<file path="config.mk">
export PLATFORM = sky130hd
export DESIGN_NAME = sysid_info_regs_flat
export DESIGN_NICKNAME = d
export VERILOG_FILES = /design/src/rtl/sysid_info_pkg.sv /design/src/rtl/sysid_info_regs_if.sv /design/src/rtl/sysid_uptime_ctr.sv /design/src/rtl/sysid_info_regs.sv /design/src/flat_wrapper.sv
export SDC_FILE = /design/constraint.sdc
export NUM_CORES = 1
export LEC_CHECK = 0
export CAP_MARGIN = 0
export CORE_AREA = 2 2 158 160
export CTS_BUF_LIST = sky130_fd_sc_hd__clkbuf_8
export DETAILED_ROUTE_END_ITERATION = 10
export DIE_AREA = 0 0 160 162
export GPL_ROUTABILITY_DRIVEN = 1
export GPL_TIMING_DRIVEN = 0
export PLACE_DENSITY = 0.57
export SYNTH_ARGS = -nofsm -noshare
export SYNTH_HDL_FRONTEND = slang
export SYNTH_SLANG_ARGS = --single-unit
</file>
<file path="constraint.sdc">
create_clock -name clock -period 6.45 [get_ports clock]
set_input_delay 1.29 -clock clock [delete_from_list [all_inputs] [get_ports clock]]
set_output_delay 1.29 -clock clock [all_outputs]
set_load 0.05 [all_outputs]
</file>
<file path="src/rtl/sysid_info_pkg.sv">
// -----------------------------------------------------------------------------
// sysid_info_pkg
// Shared constants for the system-identification register block: data width,
// register word offsets and CTRL bit positions, plus a helper that assembles
// the CTRL readback word.
// -----------------------------------------------------------------------------
package sysid_info_pkg;

    localparam int unsigned DATA_W = 32;

    typedef logic [DATA_W-1:0] word_t;

    // Register word offsets
    localparam int unsigned WORD_ID        = 0;
    localparam int unsigned WORD_TIMESTAMP = 1;
    localparam int unsigned WORD_UPTIME_LO = 2;
    localparam int unsigned WORD_UPTIME_HI = 3;
    localparam int unsigned WORD_SCRATCH   = 4;
    localparam int unsigned WORD_CTRL      = 5;
    localparam int unsigned WORD_RDCOUNT   = 6;

    // Number of mapped words; everything at or above this offset is unmapped
    localparam int unsigned NUM_WORDS      = 7;

    // CTRL bit positions
    localparam int unsigned CTRL_CLEAR_BIT  = 0;
    localparam int unsigned CTRL_FREEZE_BIT = 1;

    // CTRL readback: clear is self-clearing so it always reads 0,
    // only freeze is stored.
    function automatic word_t ctrl_readback(input logic freeze);
        word_t v;
        v = '0;
        v[CTRL_FREEZE_BIT] = freeze;
        return v;
    endfunction

endpackage

</file>
<file path="src/rtl/sysid_info_regs_if.sv">
// -----------------------------------------------------------------------------
// sysid_info_regs_if
// Avalon-MM slave bundle for the sysid register block (fixed 1-cycle read
// latency, no waitrequest).
//   address       : word address, ADDR_W bits
//   read / write  : strobes
//   writedata     : 32-bit write data
//   readdata      : 32-bit registered read data
//   readdatavalid : one-cycle pulse qualifying readdata
// -----------------------------------------------------------------------------
interface sysid_info_regs_if #(
    parameter int ADDR_W = 3
) ();
    import sysid_info_pkg::*;

    logic [ADDR_W-1:0] address;
    logic              read;
    logic              write;
    logic [DATA_W-1:0] writedata;
    logic [DATA_W-1:0] readdata;
    logic              readdatavalid;

    modport master (
        output address,
        output read,
        output write,
        output writedata,
        input  readdata,
        input  readdatavalid
    );

    modport slave (
        input  address,
        input  read,
        input  write,
        input  writedata,
        output readdata,
        output readdatavalid
    );

endinterface

</file>
<file path="src/rtl/sysid_uptime_ctr.sv">
// -----------------------------------------------------------------------------
// sysid_uptime_ctr
// Free-running uptime counter with synchronous clear, freeze and an upper-half
// snapshot register.
//   clock, reset_n : clock and asynchronous active-low reset
//   clear          : zero the counter at this edge (wins over increment)
//   freeze         : hold the counter
//   snap_take      : latch counter bits [UPTIME_W-1:32] into snap_hi
//   count_lo       : counter bits [31:0] (current, pre-increment value)
//   snap_hi        : zero-extended upper-half snapshot
// -----------------------------------------------------------------------------
module sysid_uptime_ctr
    import sysid_info_pkg::*;
#(
    parameter int UPTIME_W = 64   // legal range 33..64
) (
    input  logic  clock,
    input  logic  reset_n,
    input  logic  clear,
    input  logic  freeze,
    input  logic  snap_take,
    output word_t count_lo,
    output word_t snap_hi
);

    logic [UPTIME_W-1:0] count_reg;
    logic [UPTIME_W-1:0] count_next;
    logic [UPTIME_W-1:0] count_upper;
    word_t               snap_hi_reg;

    // Natural modulo-2^UPTIME_W wrap from the adder width.
    always_comb begin
        count_next = count_reg;
        if (clear) begin
            count_next = '0;
        end else if (!freeze) begin
            count_next = count_reg + UPTIME_W'(1);
        end
    end

    // Upper bits shifted down; the cast below truncates to 32 bits, which
    // zero-extends for widths below 64.
    assign count_upper = count_reg >> 32;

    always_ff @(posedge clock or negedge reset_n) begin
        if (!reset_n) begin
            count_reg   <= '0;
            snap_hi_reg <= '0;
        end else begin
            count_reg <= count_next;
            // Snapshot uses the value present on the sampling edge, so LO and
            // HI of one read pair always belong to the same count.
            if (snap_take) begin
                snap_hi_reg <= word_t'(count_upper);
            end
        end
    end

    assign count_lo = count_reg[31:0];
    assign snap_hi  = snap_hi_reg;

endmodule

</file>
<file path="src/rtl/sysid_info_regs.sv">
// -----------------------------------------------------------------------------
// sysid_info_regs
// System-identification register block on an Avalon-MM slave.
// Word map: 0 ID, 1 TIMESTAMP, 2 UPTIME_LO, 3 UPTIME_HI snapshot, 4 SCRATCH,
// 5 CTRL (bit0 clear, self-clearing; bit1 freeze), 6 RDCOUNT; others read 0.
//   clock, reset_n : clock and asynchronous active-low reset
//   bus            : Avalon-MM slave (read latency 1, no waitrequest)
// A simultaneous read and write is treated as a read; the write is dropped.
// -----------------------------------------------------------------------------
module sysid_info_regs
    import sysid_info_pkg::*;
#(
    parameter word_t SYSID_ID        = 32'h6498_7102,
    parameter word_t SYSID_TIMESTAMP = 32'd0,
    parameter int    ADDR_W          = 3,    // legal range 3..8
    parameter int    UPTIME_W        = 64    // legal range 33..64
) (
    input  logic             clock,
    input  logic             reset_n,
    sysid_info_regs_if.slave bus
);

    logic [ADDR_W-1:0]    addr;
    logic [7:0]           addr_ext;
    logic                 rd_accept;
    logic                 wr_accept;
    logic [NUM_WORDS-1:0] word_hit;
    word_t                word_data [NUM_WORDS];
    word_t                rd_mux;

    logic                 ctr_clear;
    logic                 snap_take;
    word_t                count_lo;
    word_t                snap_hi;

    logic                 freeze_reg;
    word_t                scratch_reg;
    word_t                rdcount_reg;
    word_t                rdcount_next;
    word_t                readdata_reg;
    logic                 readdatavalid_reg;

    // ------------------------------------------------------------------
    // Decode
    // ------------------------------------------------------------------
    assign addr      = bus.address;
    assign addr_ext  = 8'(addr);
    assign rd_accept = bus.read;
    assign wr_accept = bus.write & ~bus.read;

    genvar gi;
    generate
        for (gi = 0; gi < NUM_WORDS; gi++) begin : g_hit
            assign word_hit[gi] = (addr_ext == 8'(gi));
        end
    endgenerate

    assign ctr_clear = wr_accept & word_hit[WORD_CTRL] & bus.writedata[CTRL_CLEAR_BIT];
    assign snap_take = rd_accept & word_hit[WORD_UPTIME_LO];

    // ------------------------------------------------------------------
    // Uptime counter
    // ------------------------------------------------------------------
    sysid_uptime_ctr #(
        .UPTIME_W (UPTIME_W)
    ) u_ctr (
        .clock     (clock),
        .reset_n   (reset_n),
        .clear     (ctr_clear),
        .freeze    (freeze_reg),
        .snap_take (snap_take),
        .count_lo  (count_lo),
        .snap_hi   (snap_hi)
    );

    // ------------------------------------------------------------------
    // Read mux: no hit (unmapped word) leaves rd_mux at zero.
    // ------------------------------------------------------------------
    assign word_data[WORD_ID]        = SYSID_ID;
    assign word_data[WORD_TIMESTAMP] = SYSID_TIMESTAMP;
    assign word_data[WORD_UPTIME_LO] = count_lo;
    assign word_data[WORD_UPTIME_HI] = snap_hi;
    assign word_data[WORD_SCRATCH]   = scratch_reg;
    assign word_data[WORD_CTRL]      = ctrl_readback(freeze_reg);
    assign word_data[WORD_RDCOUNT]   = rdcount_reg;

    always_comb begin
        rd_mux = '0;
        for (int i = 0; i < NUM_WORDS; i++) begin
            if (word_hit[i]) begin
                rd_mux = word_data[i];
            end
        end
    end

    // Saturating read counter; a read of RDCOUNT sees the pre-increment value
    // because rd_mux samples rdcount_reg before this edge updates it.
    assign rdcount_next = (rdcount_reg == '1) ? rdcount_reg : rdcount_reg + 32'd1;

    // ------------------------------------------------------------------
    // Registers and read pipeline
    // ------------------------------------------------------------------
    always_ff @(posedge clock or negedge reset_n) begin
        if (!reset_n) begin
            readdata_reg      <= '0;
            readdatavalid_reg <= 1'b0;
            scratch_reg       <= '0;
            freeze_reg        <= 1'b0;
            rdcount_reg       <= '0;
        end else begin
            readdatavalid_reg <= rd_accept;
            if (rd_accept) begin
                readdata_reg <= rd_mux;
                rdcount_reg  <= rdcount_next;
            end
            if (wr_accept && word_hit[WORD_SCRATCH]) begin
                scratch_reg <= bus.writedata;
            end
            if (wr_accept && word_hit[WORD_CTRL]) begin
                freeze_reg <= bus.writedata[CTRL_FREEZE_BIT];
            end
        end
    end

    assign bus.readdata      = readdata_reg;
    assign bus.readdatavalid = readdatavalid_reg;

endmodule

</file>
<file path="src/flat_wrapper.sv">
// flat-port wrapper written by rule: the top's interface ports become plain ports
module sysid_info_regs_flat import sysid_info_pkg::*;
#(
    parameter word_t SYSID_ID        = 32'h6498_7102,
    parameter word_t SYSID_TIMESTAMP = 32'd0,
    parameter int    ADDR_W          = 3,                       
    parameter int    UPTIME_W        = 64                         
)
  (clock, reset_n, bus_address, bus_read, bus_write, bus_writedata, bus_readdata, bus_readdatavalid);
  sysid_info_regs_if #(.ADDR_W(ADDR_W)) bus_i ();
  input  logic clock;
  input  logic reset_n;
  input wire logic [$bits(bus_i.address)-1:0] bus_address;
  input wire logic [$bits(bus_i.read)-1:0] bus_read;
  input wire logic [$bits(bus_i.write)-1:0] bus_write;
  input wire logic [$bits(bus_i.writedata)-1:0] bus_writedata;
  output wire logic [$bits(bus_i.readdata)-1:0] bus_readdata;
  output wire logic [$bits(bus_i.readdatavalid)-1:0] bus_readdatavalid;
  assign bus_i.address = bus_address;
  assign bus_i.read = bus_read;
  assign bus_i.write = bus_write;
  assign bus_i.writedata = bus_writedata;
  assign bus_readdata = bus_i.readdata;
  assign bus_readdatavalid = bus_i.readdatavalid;
  sysid_info_regs #(.SYSID_ID(SYSID_ID), .SYSID_TIMESTAMP(SYSID_TIMESTAMP), .ADDR_W(ADDR_W), .UPTIME_W(UPTIME_W)) u_core (.clock(clock), .reset_n(reset_n), .bus(bus_i));
endmodule
</file>
==> results of run 1 <==
[metrics by stage]
stage	hold slack (ns)	worst slack, ns
6_report	0.498	2.62
5_1_grt	0.514	2.46
4_1_cts	0.499	2.63
3_5_place_dp	0.481	2.12
3_3_place_gp	0.475	-4.42
2_1_floorplan	0.450	3.29
[kinds of logic (layout without fill, tap and decap cells)]
family	after synthesis	in the layout	synth area share, %
AND/OR/NAND/NOR	359	359	19.4
flip-flops	194	194	50.7
AO/OA/AOI/OAI	156	156	9.35
multiplexers	100	100	11.6
buffers and inverters	66	171	2.68
XOR/XNOR	65	65	5.95
adder cells (fa/ha/maj)	2	2	0.261
[worst paths after layout]
kind,end,startpoint,slack (ns),cells past startpoint
min in group asynchronous,u_core.scratch_reg[3]$_DFFE_PN0P_,reset_n,0.69,1
max in group asynchronous,u_core.rdcount_reg[31]$_DFFE_PN0P_,reset_n,4.68,3
worst max register to register,u_core.u_ctr.count_reg[61]$_DFFE_PN0P_,u_core.u_ctr.count_reg[2]$_DFFE_PN0P_,3.48,6
worst min-delay path,u_core.rdcount_reg[15]$_DFFE_PN0P_,u_core.rdcount_reg[15]$_DFFE_PN0P_,0.50,1
worst min register to register,u_core.rdcount_reg[15]$_DFFE_PN0P_,u_core.rdcount_reg[15]$_DFFE_PN0P_,0.50,1
worst max-delay path,u_core.u_ctr.snap_hi[16]$_DFFE_PN0P_,bus_read,2.62,7
[per-layer routing]
metal / routed length, um / part of all wire, % / GRT usage [%] / up-vias
met1: 13400 / 49 / 32.3 / 3750
li1: - / - / - / 3592
met3: 1270 / 4.6 / 3.32 / 29
met4: 573 / 2.1 / 7.04 / 0
met2: 12200 / 44 / 32.6 / 200
met5: 0 / 0 / 0 / -
[where the power goes]
part	leakage (nW)	internal, W	switching [W]
registers	2.42	0.00148	0.000289
clock network	0.206	0.000363	0.000487
logic	1.79	0.000332	0.000380
[cells in the final DEF (no fill, tap or decap), types with 21 or more instances in the layout]
cell type | synthesis | routed
dfrtp_1 | 194 | 194
nor2_1 | 114 | 114
a21oi_1 | 90 | 90
mux2_2 | 88 | 88
clkdlybuf4s50_1 | 0 | 68
nand2_1 | 42 | 42
clkbuf_1 | 41 | 41
nand4_1 | 41 | 41
nand3_1 | 39 | 39
xnor2_1 | 37 | 37
xor2_1 | 28 | 28
or3_1 | 22 | 22
nor4_1 | 22 | 22
o21ai_0 | 22 | 22
a22oi_1 | 21 | 21
[worst max-delay path, delay by kind of cell]
| family | cells | cell delay (ns) |
|---|---|---|
| buffers and inverters | 5 | 1.96 |
| and+or+nand+nor | 1 | 0.53 |
| muxes | 1 | 0.40 |
[synth_stat cells (all sizes together)]
| library cell | n |
|---|---|
| dfrtp | 194 |
| nor2 | 114 |
| a21oi | 90 |
| mux2 | 88 |
| clkbuf | 42 |
| nand2 | 42 |
| nand4 | 41 |
| nand3 | 40 |
| xnor2 | 37 |
| xor2 | 28 |
| nor4 | 22 |
| o21ai | 22 |
| or3 | 22 |
| a22oi | 21 |
| nor3 | 18 |
| and3 | 15 |
| buf | 15 |
| mux2i | 12 |
| and4 | 11 |
| a211oi | 10 |
| inv | 9 |
| or4 | 7 |
| or2 | 5 |
| and2 | 4 |
| nand3b | 4 |
| nand4b | 4 |
| o31ai | 4 |
| a31o | 3 |
| nor2b | 3 |
| a31oi | 2 |
| and3b | 2 |
| and4b | 2 |
| ha | 2 |
| o211ai | 2 |
| a2111oi | 1 |
| nand2b | 1 |
| nor3b | 1 |
| nor4b | 1 |
| o41ai | 1 |
[layout make-up]
cell class | instances | area, um2
well taps | 324 | 405
clock buffers | 17 | 234
repair buffers | 73 | 762
flip-flops and latches | 194 | 4850
clock inverters | 15 | 184
inverters | 9 | 33.8
multi-input cells | 682 | 4460
plain buffers | 57 | 223
fillers | 2382 | 12900
==> impl_metrics.yaml, run 1 <==
setup_path:
  worstPathMaxFanout: 10
  critical_path_class: "input port to flop"
  critPathMaxStageDelay_ns: 0.53
  worst_path_most_repeated_cell: "clkbuf_1"
  crit_chain: "clkdlybuf4s50_1 > clkbuf_1 > inv_1 > nor4b_2 > buf_4 > clkbuf_1 > mux2_2"
  slowest_stage: "nor4b_2"
  cp-start-kind: "input port"
  critPathArrivalTime_ns: 4.20
  crit_required_ns: 6.82
  cp-end-kind: "flop"
sta:
  setup_viol: 0
  worst_pin_slew_ns: 1.16
  min_period_ns: 3.83
  fin_crit_sh_pct: 59.3
  skew_ns: 0.0138
  hold_viol: 0
  rsz0062_at_grt: "no"
  relSlewSlack_pct: 22.2
  slew_violations: 0
  max_freq_mhz: 261
  setup-tns-final_ns: 0
power_and_ir_drop:
  irDropWorstVdd_mv: 0.151
  power_w: 0.00333
  power.leakage_nw: 4.42
  powerDensity_nw_per_um2: 298
grt:
  grt_pass1_vias: 7237
  grt_remaining_overflow: 0
  antenna_found_initial: 0
  grt_max_degree: 75
  gr-usage-all-layers_pct: 21.7
  grt_pass1_wl_um: 43300
synthesis:
  synth_seq_cells: 194
  netlist.top_cell.by_area: "dfrtp_1"
  syn_nets: 983
  yosysWarnings: 0
  synthCells: 942
  synth_area_leaders: "dfrtp_1, mux2_2, a21oi_1"
  synth_top_cell_area_share_pct: 50.7
  netlist_area_um2: 9570
  syn_area_per_cell_um2: 10.2
  synth_cell_types: 44
  ys_seq_area_share_pct: 50.7
placement:
  place_congestion: 0.836
  dp.cells: 1339
  postPlaceCellArea_um2: 10700
  dp_hpwl_um: 20400
  io_buffer_count: 69
detailed_routing:
  avgRoutedWirePerCell_um: 20.0
  drt_pass1_iterations: 5
  drt_iter0_drc: 562
  drc: 0
  via_per_inst: 5.52
  wl_um: 27400
  vias: 7571
  ant_nets: 0
outcome:
  status: "complete, no violations"
clocking:
  clock-sinks: 194
  worstSkewPairLatency_ns: 0.49
  cts_tree: "built"
  cts.root.buffer_cell: "clkbuf_8"
  ctsHoldBuffers: 0
  numCtsBuffers: 17
  ctsHtreeMaxLevel: 4
  postCtsSetupBuffers: 0
  clk_pin_slew_ns: 0.10
  max-clock-path-buffers: 2
  cts_resized: 0
min_path:
  hold_class: "flop to flop"
layout:
  drive_above_1_share_pct: 13.5
  n_antenna_cell: 0
  fin_cells: 1371
  area_delta_synth_final_pct: 16.6
  largest_reg_flops: 64
  postLayoutCellArea_um2: 11200
  final_util_pct: 46.3
  final_nets: 1075
floorplanning:
  initial_core_util_pct: 39.7
  die_y_um: 162
  die_x_um: 160
  coreArea_um2: 24100
  fp-row-count: 57
  io_pins: 72
  dieArea_um2: 25900
run:
  maxCapViolCount: 0
Note: power is estimated with default switching activity, not from simulation.
==> run 2: changes to the inputs <==
--- a/config.mk
+++ b/config.mk
@@ -12,7 +12,7 @@
 export DIE_AREA = 0 0 160 162
 export GPL_ROUTABILITY_DRIVEN = 1
 export GPL_TIMING_DRIVEN = 0
-export PLACE_DENSITY = 0.57
+export PLACE_DENSITY = 0.59
 export SYNTH_ARGS = -nofsm -noshare
 export SYNTH_HDL_FRONTEND = slang
 export SYNTH_SLANG_ARGS = --single-unit
==> constraint.sdc (replaced) <==
create_clock -name clock -period 3.13 [get_ports clock]
set_input_delay 0.626 -clock clock [delete_from_list [all_inputs] [get_ports clock]]
set_output_delay 0.626 -clock clock [all_outputs]
set_load 0.05 [all_outputs]
==> impl_metrics.yaml, run 2 (synthesis gave the netlist of run 1 again) <==
outcome:
  status: "complete, no violations"
floorplanning:
  io_pins: 72
  initial_core_util_pct: 39.7
  die_y_um: 162
  die_x_um: 160
  fp-row-count: 57
  dieArea_um2: 25900
  coreArea_um2: 24100
layout:
  final_nets: 1073
  drive_above_1_share_pct: 13.6
  n_antenna_cell: 0
  layout_common_cells: "dfrtp_1, nor2_1, a21oi_1, mux2_2, clkdlybuf4s50_1"
  largest_reg_flops: 64
  fillers: 2365
  final_util_pct: 46.2
  final_common_cell: "dfrtp_1"
  area_delta_synth_final_pct: 16.5
setup_path:
  cp-end-kind: "flop"
  cp-start-kind: "input port"
  slowest_stage: "buf_1"
  endpoint: "u_core.scratch_reg[20]$_DFFE_PN0P_"
  reg2regPathDepth: 7
  worstPathMaxFanout: 10
  reg2reg_from: "u_core.u_ctr.count_reg[1]$_DFFE_PN0P_"
  ff2ff_setup_slack_ns: 0.29
  r2r_end: "u_core.u_ctr.count_reg[54]$_DFFE_PN0P_"
  crit_chain: "clkdlybuf4s50_1 > clkbuf_1 > inv_1 > and3_1 > nor2b_1 > clkbuf_1 > buf_1 > mux2_2"
  critical_path_class: "input port to flop"
  crit_path_start: "bus_read"
  critPathMaxStageDelay_ns: 0.59
  worst_path_most_repeated_cell: "clkbuf_1"
  critPathArrivalTime_ns: 3.30
  crit_required_ns: 3.51
run:
  maxCapViolCount: 0
grt:
  antenna_found_initial: 0
  grt_pass1_wl_um: 43100
  grt_remaining_overflow: 0
  gr-usage-all-layers_pct: 21.6
  grt_pass1_vias: 7450
  grt_max_degree: 119
clocking:
  clk_pin_slew_ns: 0.11
  clock-sinks: 194
  ctsHtreeMaxLevel: 4
  cts_tree: "built"
  max-clock-path-buffers: 2
  worstSkewPairLatency_ns: 0.49
  numCtsBuffers: 17
  postCtsSetupBuffers: 0
  cts.root.buffer_cell: "clkbuf_8"
  ctsHoldBuffers: 0
detailed_routing:
  avgRoutedWirePerCell_um: 19.6
  vias: 7567
  via_per_inst: 5.53
  drt_iter0_drc: 576
  drt_pass1_iterations: 5
  wl_um: 26800
  ant_nets: 0
  drc: 0
sta:
  relSlewSlack_pct: 37.3
  setup_viol: 0
  setup-tns-final_ns: 0
  fin_crit_sh_pct: 93.3
  slew_violations: 0
  whs_ns: 0.0916
  max_freq_mhz: 342
  worst_pin_slew_ns: 0.931
  skew_ns: 0.0146
  hold_viol: 0
  min_period_ns: 2.92
placement:
  dp_hpwl_um: 19900
  io_buffer_count: 69
  place_congestion: 0.853
power_and_ir_drop:
  power.leakage_nw: 4.41
  irDropWorstVdd_mv: 0.306
  powerDensity_nw_per_um2: 607
min_path:
  hold_class: "input port to asynchronous set/reset pin"
## run 2: cell types whose count changed in the layout (fill, tap and decap cells not counted), sizes merged
| cell | before | now |
|---|---|---|
| clkbuf | 59 | 61 |
| clkinv | 1 | 7 |
| inv | 19 | 16 |
| clkinvlp | 2 | 1 |
| buf | 20 | 16 |
| bufinv | 2 | 0 |
## run 2: worst min-delay path by stage
stage | slack, ns | to | from
2_1_floorplan | 0.33 | u_core.bus.readdata[0]$_DFFE_PN0P_ | reset_n
5_1_grt | 0.13 | u_core.scratch_reg[3]$_DFFE_PN0P_ | reset_n
4_1_cts | 0.11 | u_core.scratch_reg[3]$_DFFE_PN0P_ | reset_n
6_report | 0.09 | u_core.scratch_reg[3]$_DFFE_PN0P_ | reset_n
3_3_place_gp | 0.48 | u_core.rdcount_reg[9]$_DFFE_PN0P_ | u_core.rdcount_reg[9]$_DFFE_PN0P_
3_5_place_dp | 0.48 | u_core.rdcount_reg[11]$_DFFE_PN0P_ | u_core.rdcount_reg[11]$_DFFE_PN0P_
## run 2: layout make-up
cell class / instances / area (um2) / area share (%)
clock buffers: 17 / 234 / 2.10
multi-input cells: 682 / 4480 / 40.2
repair buffers: 71 / 727 / 6.52
well taps: 324 / 405 / 3.64
flip-flops and latches: 194 / 4850 / 43.6
clock inverters: 15 / 185 / 1.66
plain buffers: 57 / 225 / 2.02
inverters: 9 / 33.8 / 0.303
## run 2: where the power goes
part           switching [W]  internal, W  leakage, nW
clock network        0.00106     0.000617        0.206
registers           0.000586      0.00304         2.42
logic               0.000775     0.000681         1.79
## run 2: metrics by stage
| step | cells | total power, W | cell area, um2 | setup slack (ns) |
|---|---|---|---|---|
| after floorplan | 942 | 0.00449 | 9570 | 0.636 |
| after global placement | 1335 | 0.00507 | 10700 | -6.97 |
| after detailed placement | 1337 | 0.00511 | 10700 | -0.956 |
| after CTS | 1369 | 0.00680 | 11100 | 0.0427 |
| after global routing | 1369 | 0.00715 | 11100 | -0.00116 |
| final | 1369 | 0.00676 | 11100 | 0.208 |
## run 2: worst max-delay path: cells and delay by family
family / cells / cell delay [ns]
multiplexers: 1 / 0.41
AND/OR/NAND/NOR: 2 / 0.41
buffers and inverters: 5 / 1.84
## run 2: routing by layer
metal / up-vias / GRT usage (%) / share of wire, %
met5: - / 0 / 0
met4: 0 / 7.53 / 2.8
met3: 41 / 3.42 / 4.7
met2: 209 / 32.5 / 44
met1: 3731 / 31.7 / 49
li1: 3586 / - / -
## run 2: timing repair
| action | CTS | global route |
|---|---|---|
| gates resized for setup | 1 | 4 |
| hold endpoints to repair | 0 | 0 |
| pin swaps | 0 | 0 |
| endpoints found under the setup margin | 30 | 41 |
| gates cloned | 0 | 0 |
